File: src/rtl/regfile_dump_reader_pkg.sv
// Shared definitions for the register-file dump reader: default geometry,
// internal index width and the FSM state encoding.
package regdump_pkg;

    localparam int REGDUMP_NUM_REGS = 32;
    localparam int REGDUMP_AW       = 5;
    localparam int REGDUMP_DW       = 32;
    // One extra bit so the index can hold NUM_REGS (checksum beat index)
    // and never wraps before the end-of-dump comparison.
    localparam int REGDUMP_IW       = REGDUMP_AW + 1;

    typedef enum logic [2:0] {
        ST_IDLE  = 3'd0,
        ST_FETCH = 3'd1,
        ST_SEND  = 3'd2,
        ST_CKSUM = 3'd3,
        ST_DONE  = 3'd4
    } state_t;

endpackage

File: src/rtl/regfile_dump_reader_if.sv
// Output stream of the register-file dump reader.
//
// Handshake: the master raises out_valid together with out_data, out_idx and
// out_last and keeps all four stable until a rising clk edge at which
// out_valid && out_ready are both high; that edge transfers exactly one beat.
// out_ready may change freely and may stay low for any number of cycles.
interface regfile_dump_reader_if
    import regdump_pkg::*;
#(
    parameter int AW = REGDUMP_AW,
    parameter int DW = REGDUMP_DW
);
    logic [DW-1:0] out_data;
    logic [AW:0]   out_idx;
    logic          out_valid;
    logic          out_ready;
    logic          out_last;

    modport master (output out_data, output out_idx, output out_valid,
                    output out_last, input out_ready);
    modport slave  (input out_data, input out_idx, input out_valid,
                    input out_last, output out_ready);
endinterface

File: src/rtl/regfile_dump_reader.sv
// Register-file dump reader: on start, walks every register through the
// asynchronous read port (ra/rd), streams each word with its index, and
// holds the CPU frozen for the whole dump so the image is coherent.
// Optional build macro REGDUMP_CHECKSUM_EN appends one extra beat carrying
// the XOR of all register words (index NUM_REGS, marked last).
module regfile_dump_reader
    import regdump_pkg::*;
#(
    parameter int NUM_REGS = REGDUMP_NUM_REGS,
    parameter int AW       = REGDUMP_AW,
    parameter int DW       = REGDUMP_DW
) (
    input  logic                  clk,
    input  logic                  rst,
    input  logic                  start,
    output logic [AW-1:0]         ra,
    input  logic [DW-1:0]         rd,
    output logic                  freeze,
    output logic                  busy,
    output logic                  done,
    output state_t                dbg_state,
    regfile_dump_reader_if.master stream
);

    localparam int            IW   = AW + 1;
    localparam logic [IW-1:0] LAST = IW'(NUM_REGS - 1);

    state_t        state;
    logic [IW-1:0] idx;
`ifdef REGDUMP_CHECKSUM_EN
    logic [DW-1:0] acc;
`endif

    logic hs;

    // Beat transfer on this edge.
    assign hs = stream.out_valid && stream.out_ready;

    // The read port always follows the index; idx is 0 whenever idle.
    assign ra        = idx[AW-1:0];
    assign freeze    = busy;
    assign dbg_state = state;

    // Dump sequencer: index counter, output registers and status flags.
    always_ff @(posedge clk or negedge rst) begin
        if (!rst) begin
            state            <= ST_IDLE;
            idx              <= '0;
            busy             <= 1'b0;
            done             <= 1'b0;
            stream.out_data  <= '0;
            stream.out_idx   <= '0;
            stream.out_valid <= 1'b0;
            stream.out_last  <= 1'b0;
`ifdef REGDUMP_CHECKSUM_EN
            acc              <= '0;
`endif
        end else begin
            done <= 1'b0;
            case (state)
                ST_IDLE: begin
`ifdef REGDUMP_CHECKSUM_EN
                    acc <= '0;
`endif
                    if (start) begin
                        idx   <= '0;
                        busy  <= 1'b1;
                        state <= ST_FETCH;
                    end
                end
                ST_FETCH: begin
                    // Word is captured once here and never re-read while
                    // the consumer back-pressures.
                    stream.out_data  <= rd;
                    stream.out_idx   <= idx;
                    stream.out_valid <= 1'b1;
`ifdef REGDUMP_CHECKSUM_EN
                    stream.out_last  <= 1'b0;
`else
                    stream.out_last  <= (idx == LAST);
`endif
                    state <= ST_SEND;
                end
                ST_SEND: begin
                    if (hs) begin
                        stream.out_valid <= 1'b0;
                        stream.out_last  <= 1'b0;
`ifdef REGDUMP_CHECKSUM_EN
                        acc <= acc ^ stream.out_data;
`endif
                        if (idx == LAST) begin
`ifdef REGDUMP_CHECKSUM_EN
                            // Checksum includes the beat accepted right now.
                            stream.out_data  <= acc ^ stream.out_data;
                            stream.out_idx   <= IW'(NUM_REGS);
                            stream.out_valid <= 1'b1;
                            stream.out_last  <= 1'b1;
                            state            <= ST_CKSUM;
`else
                            done  <= 1'b1;
                            state <= ST_DONE;
`endif
                        end else begin
                            idx   <= idx + 1'b1;
                            state <= ST_FETCH;
                        end
                    end
                end
                ST_CKSUM: begin
                    if (hs) begin
                        stream.out_valid <= 1'b0;
                        stream.out_last  <= 1'b0;
                        done             <= 1'b1;
                        state            <= ST_DONE;
                    end
                end
                ST_DONE: begin
                    idx   <= '0;
                    busy  <= 1'b0;
                    state <= ST_IDLE;
                end
                default: begin
                    idx   <= '0;
                    busy  <= 1'b0;
                    state <= ST_IDLE;
                end
            endcase
        end
    end

endmodule

File: src/flat_wrapper.sv
// flat-port wrapper written by rule: the top's interface ports become plain ports
module regfile_dump_reader_flat import regdump_pkg::*;
#(
    parameter int NUM_REGS = REGDUMP_NUM_REGS,
    parameter int AW       = REGDUMP_AW,
    parameter int DW       = REGDUMP_DW
)
  (clk, rst, start, ra, rd, freeze, busy, done, dbg_state, stream_out_data, stream_out_idx, stream_out_valid, stream_out_last, stream_out_ready);
  regfile_dump_reader_if #(.AW(AW), .DW(DW)) stream_i ();
  input  logic clk;
  input  logic rst;
  input  logic start;
  output logic [AW-1:0] ra;
  input  logic [DW-1:0] rd;
  output logic freeze;
  output logic busy;
  output logic done;
  output state_t dbg_state;
  output wire logic [$bits(stream_i.out_data)-1:0] stream_out_data;
  output wire logic [$bits(stream_i.out_idx)-1:0] stream_out_idx;
  output wire logic [$bits(stream_i.out_valid)-1:0] stream_out_valid;
  output wire logic [$bits(stream_i.out_last)-1:0] stream_out_last;
  input wire logic [$bits(stream_i.out_ready)-1:0] stream_out_ready;
  assign stream_out_data = stream_i.out_data;
  assign stream_out_idx = stream_i.out_idx;
  assign stream_out_valid = stream_i.out_valid;
  assign stream_out_last = stream_i.out_last;
  assign stream_i.out_ready = stream_out_ready;
  regfile_dump_reader #(.NUM_REGS(NUM_REGS), .AW(AW), .DW(DW)) u_core (.clk(clk), .rst(rst), .start(start), .ra(ra), .rd(rd), .freeze(freeze), .busy(busy), .done(done), .dbg_state(dbg_state), .stream(stream_i));
endmodule
File: config.mk
export PLATFORM = sky130hd
export DESIGN_NAME = regfile_dump_reader_flat
export DESIGN_NICKNAME = d
export VERILOG_FILES = /design/src/rtl/regfile_dump_reader_pkg.sv /design/src/rtl/regfile_dump_reader_if.sv /design/src/rtl/regfile_dump_reader.sv /design/src/flat_wrapper.sv
export SDC_FILE = /design/constraint.sdc
export NUM_CORES = 1
export LEC_CHECK = 0
export ABC_AREA = 1
export CORE_UTILIZATION = 40
export DETAILED_ROUTE_END_ITERATION = 6
export GPL_TIMING_DRIVEN = 0
export MAX_ROUTING_LAYER = met4
export PLACE_DENSITY = 0.74
export SETUP_SLACK_MARGIN = 0.4
export SLEW_MARGIN = 30
export SYNTH_ARGS = -nofsm -noshare
export SYNTH_HDL_FRONTEND = slang
export SYNTH_SLANG_ARGS = --single-unit
File: constraint.sdc
create_clock -name clk -period 2.65 [get_ports clk]
set_clock_uncertainty 0.1 [all_clocks]
set_input_delay 0.795 -clock clk [delete_from_list [all_inputs] [get_ports clk]]
set_output_delay 0.795 -clock clk [all_outputs]
set_load 0.01 [all_outputs]
== Word-level counts from Yosys, hierarchy flattened ==
Index checks and enable logic that the tools add are counted.
Operators by class
  multiplexer cells: 18
  bitwise logic cells: 2
  reduce and logical (&&, ||, !) cells: 10
  $add $sub $neg: 1
  equal/unequal tests: 9
Operators by type and width (number)
  $mux W6: 3
  $pmux W6 S3: 1
  $mux W3: 4
  $pmux W3 S4: 1
  $pmux W1 S2: 4
  $add A6 B1 Y6 const B: 1
  $eq A3 B2 Y1 const B: 2
  $eq A6 B5 Y1 const B: 1
  $ne A2 B1 Y1 const B: 3
  $mux W1: 5
  $ne A2 B2 Y1 const B: 2
  $reduce_and A2 Y1: 2
  $reduce_and A4 Y1: 1
  $reduce_or A2 Y1: 2
  $eq A3 B1 Y1 const B: 1
  $logic_not A3 Y1: 1
  $reduce_and A3 Y1: 1
  $reduce_or A3 Y1: 1
  $not A1 Y1: 2
  $reduce_bool A2 Y1: 1
  $logic_and A1 B1 Y1: 1
Word-level totals
  word-level logic and storage cells: 48
  input port bits: 36
  register bits: 51

== Logic depth before layout (Yosys ltp) ==
  depth in word-level cells: 4
  gate-level depth with buffers: 9
  gate-level depth less buffers: 9

== Least setup slack after synthesis ==
No wires, ideal clock.
  kind: input to register
  start: input port start
  end: register u_core.idx[0]
  stages on the path: 7
  required time: 2.434 ns
  slack: 1.110 ns
  path buffers: 0
  data arrival time: 1.324 ns
  setup time: 0.116 ns
  cell sequence: inv_1 > nand3_1 > nand2_1 > nor2_4 > nand2_2 > nand2_1 > nand2_1
On the way
  cells in the longest elaborated chain, start to end: 2
Ends and longest elaborated chain
  start: declaration: line flat_wrapper.sv:12  | input logic start;
  $ne A2 B2 Y1 (no line)
  $reduce_and A4 Y1 (no line)
  end signal: assignment: line regfile_dump_reader.sv:104  | idx <= idx + 1'b1;
  end: declaration: line regfile_dump_reader.sv:29  | logic [IW-1:0] idx;
Every way passes these cells.
A chain may end at the register's enable or synchronous reset.

== Worst setup path after layout ==
  start: register u_core.idx[3]
  end: output port ra[3]
RTL lines
  end: declaration: line flat_wrapper.sv:13  | output logic [AW-1:0] ra;
No word-level cell between the ends.

==> impl_results.md <==
- Final Hold Fails: 0
- Slowest CP cell: clkdlybuf4s50_1
- Crit-path max FO: 5
- Post-synth top area share: 0.560
- Vias per std cell: 4.67
- FMAX: 0.445 GHz
- Max Slew Vio Count: 0
- # IOs: 87
- GRT Residual Overflow: 0
- Synth async-reset ratio: 1.00
- CTS tree: built
- EDFF count, synth: 0
- Clk Latency, worst-skew pair: 0.30 ns
- Mapped cell area: 2280 um2
- Avg Cell Area, Syn: 12.7 um2
- YS warnings: 0
- Post-synthesis sequential area ratio: 0.560
- Max incr delay on CP: 0.48 ns
- Placed wire-length estimate: 3630 um
- Setup CP Type: register to output pin
- Peak supply drop: 0.604 mV
- Footprint of the multi-input gates: 877 um2
- Leakage Power: 1.65 nW
- Most frequent cells in the layout: clkdlybuf4s50_1 (84), dfrtp_1 (47), nand2_1 (35)
- RSZ-0062 raised after global routing: yes
- Max_slew headroom: 0.840
- Synth area leaders: dfrtp_1 (56%), mux2_4 (21%), nand2_1 (5.8%), buf_4 (2.0%), mux2_2 (2.0%)
- Antenna-violating nets left: 0
- CTS Hold Bufs: 0
- Initial Util: 0.414
- Outcome: complete, no violations
- PwrDens: 1140 nW/um2
- First-pass GRT wire length: 7950 um
- Port bufs: 86
- Total number of vias: 1,643
- Placed instance area: 3250 um2
- Hold Path Class: input port to asynchronous set/reset pin
- CP Cell Sequence: buf_4 -> clkdlybuf4s50_1
- Syn nets: 217
- Initial antenna violation count: 0
- Post-Syn Instances: 180
- Worst Setup Start Kind: register
- CTS sink count: 51
- Area grow syn2layout: 50.0%
- Clock root buffer: clkbuf_8
- FP Rows: 27
- RePlAce Congestion: 0.804
- Clock slew at reported path FFs: 0.09 ns
- Final worst-path cycle share: 0.848
- Drt drc: 0
- Critical Path RT: 1.76 ns
- Flops & latches, synth: 51
- CP Capture Type: output pin
- Vias in the first global route: 1,585
- Total power: 0.00389 W
- Pre-antenna DRT Iters: 4
- GRT Total Usage: 0.176
- Num CTS Buffers: 5
- Clk buf depth: 2
- Fin crit period: 2.25 ns
- Arr. time, crit path: 1.35 ns
- DRT Wirelength: 5020 um
- Reg area: 1280 um2
- WL per Instance: 14.3 um
- CTS HTree Levels: 2
- Post-Route Utilization: 0.621
- DIE AREA: 6000 um2
- Finished Cell Area: 3420 um2
- Core ar.: 5510 um2
- DR iter-0 viols: 48
- Most common flop cell mapped by yosys: dfrtp_1
- Worst-Margin Slew: 0.240 ns
- Pin count of the biggest net entering global routing: 49
- Die outline width: 77.5 um
- Leading area contributor after synthesis: dfrtp_1
- Layout cell share with drive strength beyond 1: 0.257
- CP top delay family: buffers and inverters
- Buf+Inv Stages, Crit Path: 2
- Die span in y: 77.5 um
- Worst hold slack: 0.190 ns
- Most common cell after layout, fill and taps aside: clkdlybuf4s50_1
- Inserted Diodes: 0
- Nets: 316
- Library cells used by synthesis: 22
- Setup violations, final: 0
- Max Cap Viol: 0
- Fillers: 428
[cell usage after synthesis, types with 2 or more instances]
cell type	n
a21oi_1	3
nor2_1	9
nand2_1	35
mux2_2	4
buf_6	3
o21ai_0	6
nor2_4	2
buf_4	6
inv_1	10
nand3_2	2
nand3_1	8
mux2_4	32
dfrtp_1	51
[where the power goes]
group	internal, W	switching (W)	leakage, nW	total (W)
combinational	0.00124	0.000789	0.968	0.00203
sequential	0.00110	0.000197	0.622	0.00130
clock	0.000306	0.000251	0.0612	0.000557
[per-layer routing]
metal / global-route usage / vias to the layer above / wire, um / share of wire
li1: - / 780 / - / -
met1: 0.221 / 788 / 2250 / 0.45
met2: 0.287 / 67 / 2450 / 0.49
met3: 0.0341 / 8 / 250 / 0.050
met4: 0.0566 / 0 / 67 / 0.013
met5: - / - / 0 / 0
[sequential cells by signal (all words and copies together) (netlist names)]
| signal | flops |
|---|---|
| u_core.stream.out_data | 32 |
| u_core.idx | 6 |
| u_core.stream.out_idx | 6 |
| u_core.dbg_state | 3 |
| u_core.busy | 1 |
| u_core.done | 1 |
| u_core.stream.out_last | 1 |
| u_core.stream.out_valid | 1 |
[worst reg2reg max path: stages, from the launching register on]
cell     delay [ns]
dfrtp_1        0.40
buf_4          0.16
ha_1           0.22
nand2_1        0.07
inv_1          0.08
nand3_2        0.12
inv_1          0.07
nor2_1         0.18
nand3_1        0.11
nand2_1        0.09
[kinds of logic after synthesis]
kind of cell | Yosys count | synth area share
muxes | 36 | 0.231
buffers and inverters | 21 | 0.0549
and+or+nand+nor | 59 | 0.119
xor gates and xnor gates | 1 | 0.00384
AOI/OAI and AO/OA | 11 | 0.0264
adders and majority gates | 1 | 0.00549
DFF | 51 | 0.560
[path summary, 6_finish.rpt]
path,startpoint,endpoint,slack [ns],cells after the start
min in group clk,u_core.stream.out_idx[4],u_core.stream.out_idx[4],0.40,2
worst min-delay path,rst,u_core.stream.out_data[31],0.19,1
worst max-delay path,u_core.idx[3],ra[3],0.40,2
worst max register to register,u_core.idx[0],u_core.idx[3],1.00,9
max in group asynchronous,rst,u_core.idx[3],1.83,2
worst min register to register,u_core.stream.out_idx[4],u_core.stream.out_idx[4],0.40,2
[through the flow]
stage / TNS (ns) / instances / worst slack [ns]
5_1_grt: 0 / 352 / 0.370
2_1_floorplan: 0 / 180 / 1.11
3_3_place_gp: -42.96 / 338 / -0.845
6_report: 0 / 352 / 0.402
4_1_cts: 0 / 351 / 0.352
3_5_place_dp: 0 / 339 / 0.512
[what timing repair did]
| action | CTS | global route |
|---|---|---|
| buffers inserted | 4 | 1 |
| gates resized for setup | 2 | 3 |
| endpoints found under the setup margin | 6 | 4 |
| gates cloned | 0 | 0 |
[final cells by class]
class	count	area share
sequential	51	0.375
timing repair buffer	92	0.271
multi-input combinational	108	0.257
tap	72	0.0264
buffer	10	0.0245
clock buffer	6	0.0242
inverter	11	0.0121
clock inverter	2	0.0103
No activity file was read; power rests on OpenSTA's default activity.
==> patch 1: new RTL, same settings <==
Make the reset (`rst`) synchronous in one clocked block. Comments in the files are not updated.
--- a/src/rtl/regfile_dump_reader.sv
+++ b/src/rtl/regfile_dump_reader.sv
@@ -42,7 +42,7 @@
     assign dbg_state = state;
 
     // Dump sequencer: index counter, output registers and status flags.
-    always_ff @(posedge clk or negedge rst) begin
+    always_ff @(posedge clk) begin
         if (!rst) begin
             state            <= ST_IDLE;
             idx              <= '0;
Behaviour: differs if rst is asserted again (counterexample within 4 cycles, from zero or initial values and one cycle with rst low); with rst held inactive, the same outputs for 10 cycles.
==> patch 1 against the original RTL <==
Via count is 20% higher. Synthesized cell count increased by 45%. Worst setup slack improved by 46 ps. Area after synthesis fell by 12%. Count of clock-buffer cells in the layout unchanged. Cell area decreased by 9.7%. Highest routed layer unchanged. Wire length down 1.6%. Sequential cell count did not move.
Power is not compared: it rests on default switching activity, and its combinational part moved more than twofold at a synthesized area within 25%.
==> patch 1: results (changes against the original RTL) <==
| Metric | Value |
|---|---|
| Worst-path clk slew | `90 ps (about the same)` |
| Port-buffer cells | `86 (unchanged)` |
| Clock latency on the worst-skew pair | `300 ps (about the same)` |
| Largest cells by area after synthesis | `dfxtp_1 51%, nand2_1 17%, a21oi_1 12%` |
| Static Leak | `about 1.1 nW` |
| Regs by FF count | `u_core.stream.out_data (32), u_core.idx (6), u_core.stream.out_idx (6)` |
| Syn nets | `298 (+37%)` |
| CTS Buf Count | `5 (unchanged)` |
| Maximum vdd drop | `about 0.45 mV` |
| Crit path arrival time | `1310 ps (-40 ps)` |
| Clock Tree Buf Depth | `2 (unchanged)` |
| Post-placement setup slack | `284.2 ps (-227.3 ps)` |
| Fraction of layout cells with a size suffix above 1 | `0.1127 (-0.1445)` |
| Min-delay worst type | `flip-flop to flip-flop` |
| Synth warn | `0 (unchanged)` |
| Worst-Margin Slew | `490.6 ps (+250.8 ps)` |
| CTS H-tree depth | `2 (unchanged)` |
| Routability cong. | `0.9689 (+21%)` |
| Vias per cell | `4.682 (+0.32%)` |
| Hold violation count in the final report | `0 (unchanged)` |
| Detailed placement HPWL | `3622 µm (-0.11%)` |
| FFs w/ async S/R, synth | `0 (-1.000)` |
| Vias in the first global route | `1,715 (+8.2%)` |
| Initial drt markers | `82 (+71%)` |
| Commonest register cell after synthesis | `dfxtp_1` |
| Nets | `391 (+24%)` |
| Synth unique cells | `22 (unchanged)` |
| Sw Pwr | `about 0.00057 W` |
| Commonest cells post-synth | `90 x nand2_1, 51 x dfxtp_1, 48 x a21oi_1, 11 x inv_1, 11 x nor2_1` |
| DR WL/cell | `11.71 µm (-18%)` |
| DRT Pass-1 Iters | `4 (unchanged)` |
| Clock Tree Root | `clkbuf_8` |
| Placed cell area | `2953 µm² (-9.3%)` |
| GRT Util Overall | `0.1924 (+0.01640)` |
| Initial antenna violation count | `0 (unchanged)` |
| Outcome | `complete, no violations` |
| Pin count of the biggest net entering global routing | `17 (-65%)` |
| Crit Path Max Fanout | `5 (unchanged)` |
| First-pass GRT wire length | `7569 µm (-4.8%)` |
| Sequential cell area fraction in the yosys report | `0.5084 (-0.05172)` |
| Antenna Diode Count | `0 (unchanged)` |
-- patch 1: what timing repair did --
item | in CTS | in global routing
resized for setup | 4 | 5
setup endpoints to repair | 4 | 5
setup buffers | 0 | 0
-- patch 1: final cells by class --
| cell class | instances | area [µm²] |
|---|---|---|
| fill | 436 | 1699 |
| sequential | 51 | 1033 |
| timing repair buffer | 86 | 860.8 |
| multi-input combinational | 177 | 817.0 |
| buffer | 18 | 113.9 |
| tap | 67 | 83.83 |
| clock buffer | 6 | 82.58 |
| inverter | 15 | 56.30 |
| clock inverter | 2 | 38.79 |
-- patch 1: worst paths after layout --
kind                                   from                         to  slack, ps  cells past startpoint
hold / removal    u_core.stream.out_data[5]  u_core.stream.out_data[5]        370                      2
setup / recovery              u_core.idx[2]                      ra[2]        450                      2
hold reg to reg   u_core.stream.out_data[5]  u_core.stream.out_data[5]        370                      2
setup reg to reg              u_core.idx[0]              u_core.idx[5]       1000                      7
-- patch 1: logic make-up (layout without fill, tap and decap cells) --
group | Yosys count | count (layout) | share of synthesized area
fa+ha+maj | 1 | 1 | 0.006230
simple gates | 121 | 121 | 0.2586
compound gates | 55 | 55 | 0.1421
flops | 51 | 51 | 0.5084
buf+inv | 33 | 127 | 0.08473
-- patch 1: critical path: stages (launching register included) --
cell,delay (ps)
dfxtp_2,380
buf_4,110
clkdlybuf4s50_1,510
-- patch 1: metal layers --
layer,routed length [µm],global-route usage,vias up
met4,70,0.08497,0
li1,-,-,1028
met1,2264,0.2277,887
met2,2344,0.3105,55
met3,262,0.04696,6
met5,0,-,-
-- patch 1: power groups by stage --
stage                     Combinational, W  Clock [W]  Sequential, W
final                             0.000547   0.000568       0.000890
after global routing              0.000599   0.000611       0.000900
after CTS                         0.000553   0.000581       0.000891
after detailed placement          0.000550          0       0.000908
after global placement            0.000545          0       0.000905
after floorplan                   0.000241          0       0.000942
-- patch 1: stage by stage --
stage / std cells / hold slack, ps
after CTS: 422 / 367.3
after global placement: 414 / 350.1
final: 422 / 365.5
after detailed placement: 414 / 353.5
after floorplan: 261 / 366.4
after global routing: 422 / 382.8
==> patch 2: new RTL, same flow settings <==
Without the edit above. The package constant `REGDUMP_DW` goes from 32 to 48.
--- a/src/rtl/regfile_dump_reader_pkg.sv
+++ b/src/rtl/regfile_dump_reader_pkg.sv
@@ -4,7 +4,7 @@
 
     localparam int REGDUMP_NUM_REGS = 32;
     localparam int REGDUMP_AW       = 5;
-    localparam int REGDUMP_DW       = 32;
+    localparam int REGDUMP_DW       = 48;
     // One extra bit so the index can hold NUM_REGS (checksum beat index)
     // and never wraps before the end-of-dump comparison.
     localparam int REGDUMP_IW       = REGDUMP_AW + 1;
Interface: changed (resized rd and stream_out_data); port bits go from 87 to 119. The function was not compared with the original's and may differ.
==> patch 2 against the original RTL <==
Clock power up 58%. Critical path depth unchanged. Worst setup slack better by 58 ps. Cell area up 33%. Wire length up 28%. Maximum frequency up 2.6%. Area after synthesis up 29%. Cell count up 30%. Count of clock-buffer cells in the layout up 8. Utilization up 3.2 points. Global-route usage up 0.59 points. Sequential cell count up 16. Power up 37%. Highest routed layer unchanged.
==> patch 2: results (changes against the original RTL) <==
| Metric | Value |
|---|---|
| Outcome | `complete, no violations` |
| Syn nets | `271 (+25%)` |
| GRT Util Overall | `0.1819 (+0.005932)` |
| Detailed placement HPWL | `4657 µm (+28%)` |
| Mux share of post-synthesis cell area | `0.2533 (+0.02266)` |
| Syn Area/Cell | `13.46 µm² (+6.3%)` |
| Nets | `409 (+29%)` |
| Synth Area in XOR/XNOR | `0.002985 (-0.0008590)` |
| Seq/total area | `0.3707 (-0.004268)` |
| Fillcell total | `522 (+22%)` |
| First-pass GRT wire length | `10,210 µm (+28%)` |
| Post-placement setup slack | `537.6 ps (+26.05 ps)` |
| Clk_buf instances | `14 (+8)` |
| Number of non-clock buffers | `139 (+36%)` |
| Crit Path Max Fanout | `2 (-3)` |
| Crit path time final | `2191 ps (-57.55 ps)` |
| Critical path endpoint | `ra[2]` |
| Routability cong. | `0.8968 (+12%)` |
| Clock latency on the worst-skew pair | `320 ps (+20 ps)` |
| Sequential cell area fraction in the yosys report | `0.5714 (+0.01130)` |
| Crit path arrival time | `1300 ps (-50 ps)` |
| Met2 Routed Length | `3216 µm (+31%)` |
| Met2 usage | `0.2926 (+0.005888)` |
| Multi-In Gates | `125 (+16%)` |
| DR WL/cell | `14.12 µm (-1.0%)` |
| NonClk Buf Share | `0.3017 (+0.006187)` |
| Clock Network Area Fraction | `0.04692 (+0.01250)` |
| Worst-Margin Slew | `439.7 ps (+199.9 ps)` |
| N_taps | `96 (+33%)` |
| Register area | `1680 µm² (+31%)` |
| Regs by FF count | `u_core.stream.out_data (48), u_core.idx (6), u_core.stream.out_idx (6)` |
| Placed cell area | `4253 µm² (+31%)` |
| Met3 WL | `355 µm (+42%)` |
| Commonest cells post-synth | `67 x dfrtp_1, 48 x mux2_4, 36 x nand2_1, 14 x nand3_1, 13 x inv_1` |
| Synth Area in Compound Gates | `0.02217 (-0.004184)` |
| Static Leak | `2.192 nW (+33%)` |
| Met3 global-route usage | `0.03676 (+0.002640)` |
| GR Layer Usage met1 | `0.2273 (+0.006548)` |
| Sw Pwr | `0.001593 W (+29%)` |
| R2R Path End | `u_core.idx[4]` |
| Port-buffer cells | `118 (+37%)` |
| Pin count of the biggest net entering global routing | `35 (-29%)` |
| Clock Power | `0.000882 W (+58%)` |
| Fraction of area in multi-input gates | `0.2426 (-0.01407)` |
[patch 2: cell types whose count changed after synthesis, sizes merged, moves of 2 or more]
cell	unedited run	this run
dfrtp	51	67
mux2	36	50
nand3	10	15
inv	11	14
nor2	11	9
o21ai	6	8
[patch 2: kinds of logic (layout without fill, tap and decap cells)]
| family | Yosys count | after routing |
|---|---|---|
| adder cells (fa/ha/maj) | 1 | 1 |
| flip-flops | 67 | 67 |
| AO/OA/AOI/OAI | 12 | 12 |
| XOR/XNOR | 1 | 1 |
| AND/OR/NAND/NOR | 61 | 61 |
| multiplexers | 50 | 50 |
| buffers and inverters | 26 | 168 |
[patch 2: repair_timing]
| item | CTS | global route |
|---|---|---|
| gates cloned | 0 | 0 |
| gates resized for setup | 3 | 3 |
| hold buffers | 0 | 0 |
| endpoints found under the setup margin | 8 | 5 |
| setup buffers | 5 | 3 |
| pin swaps | 0 | 0 |
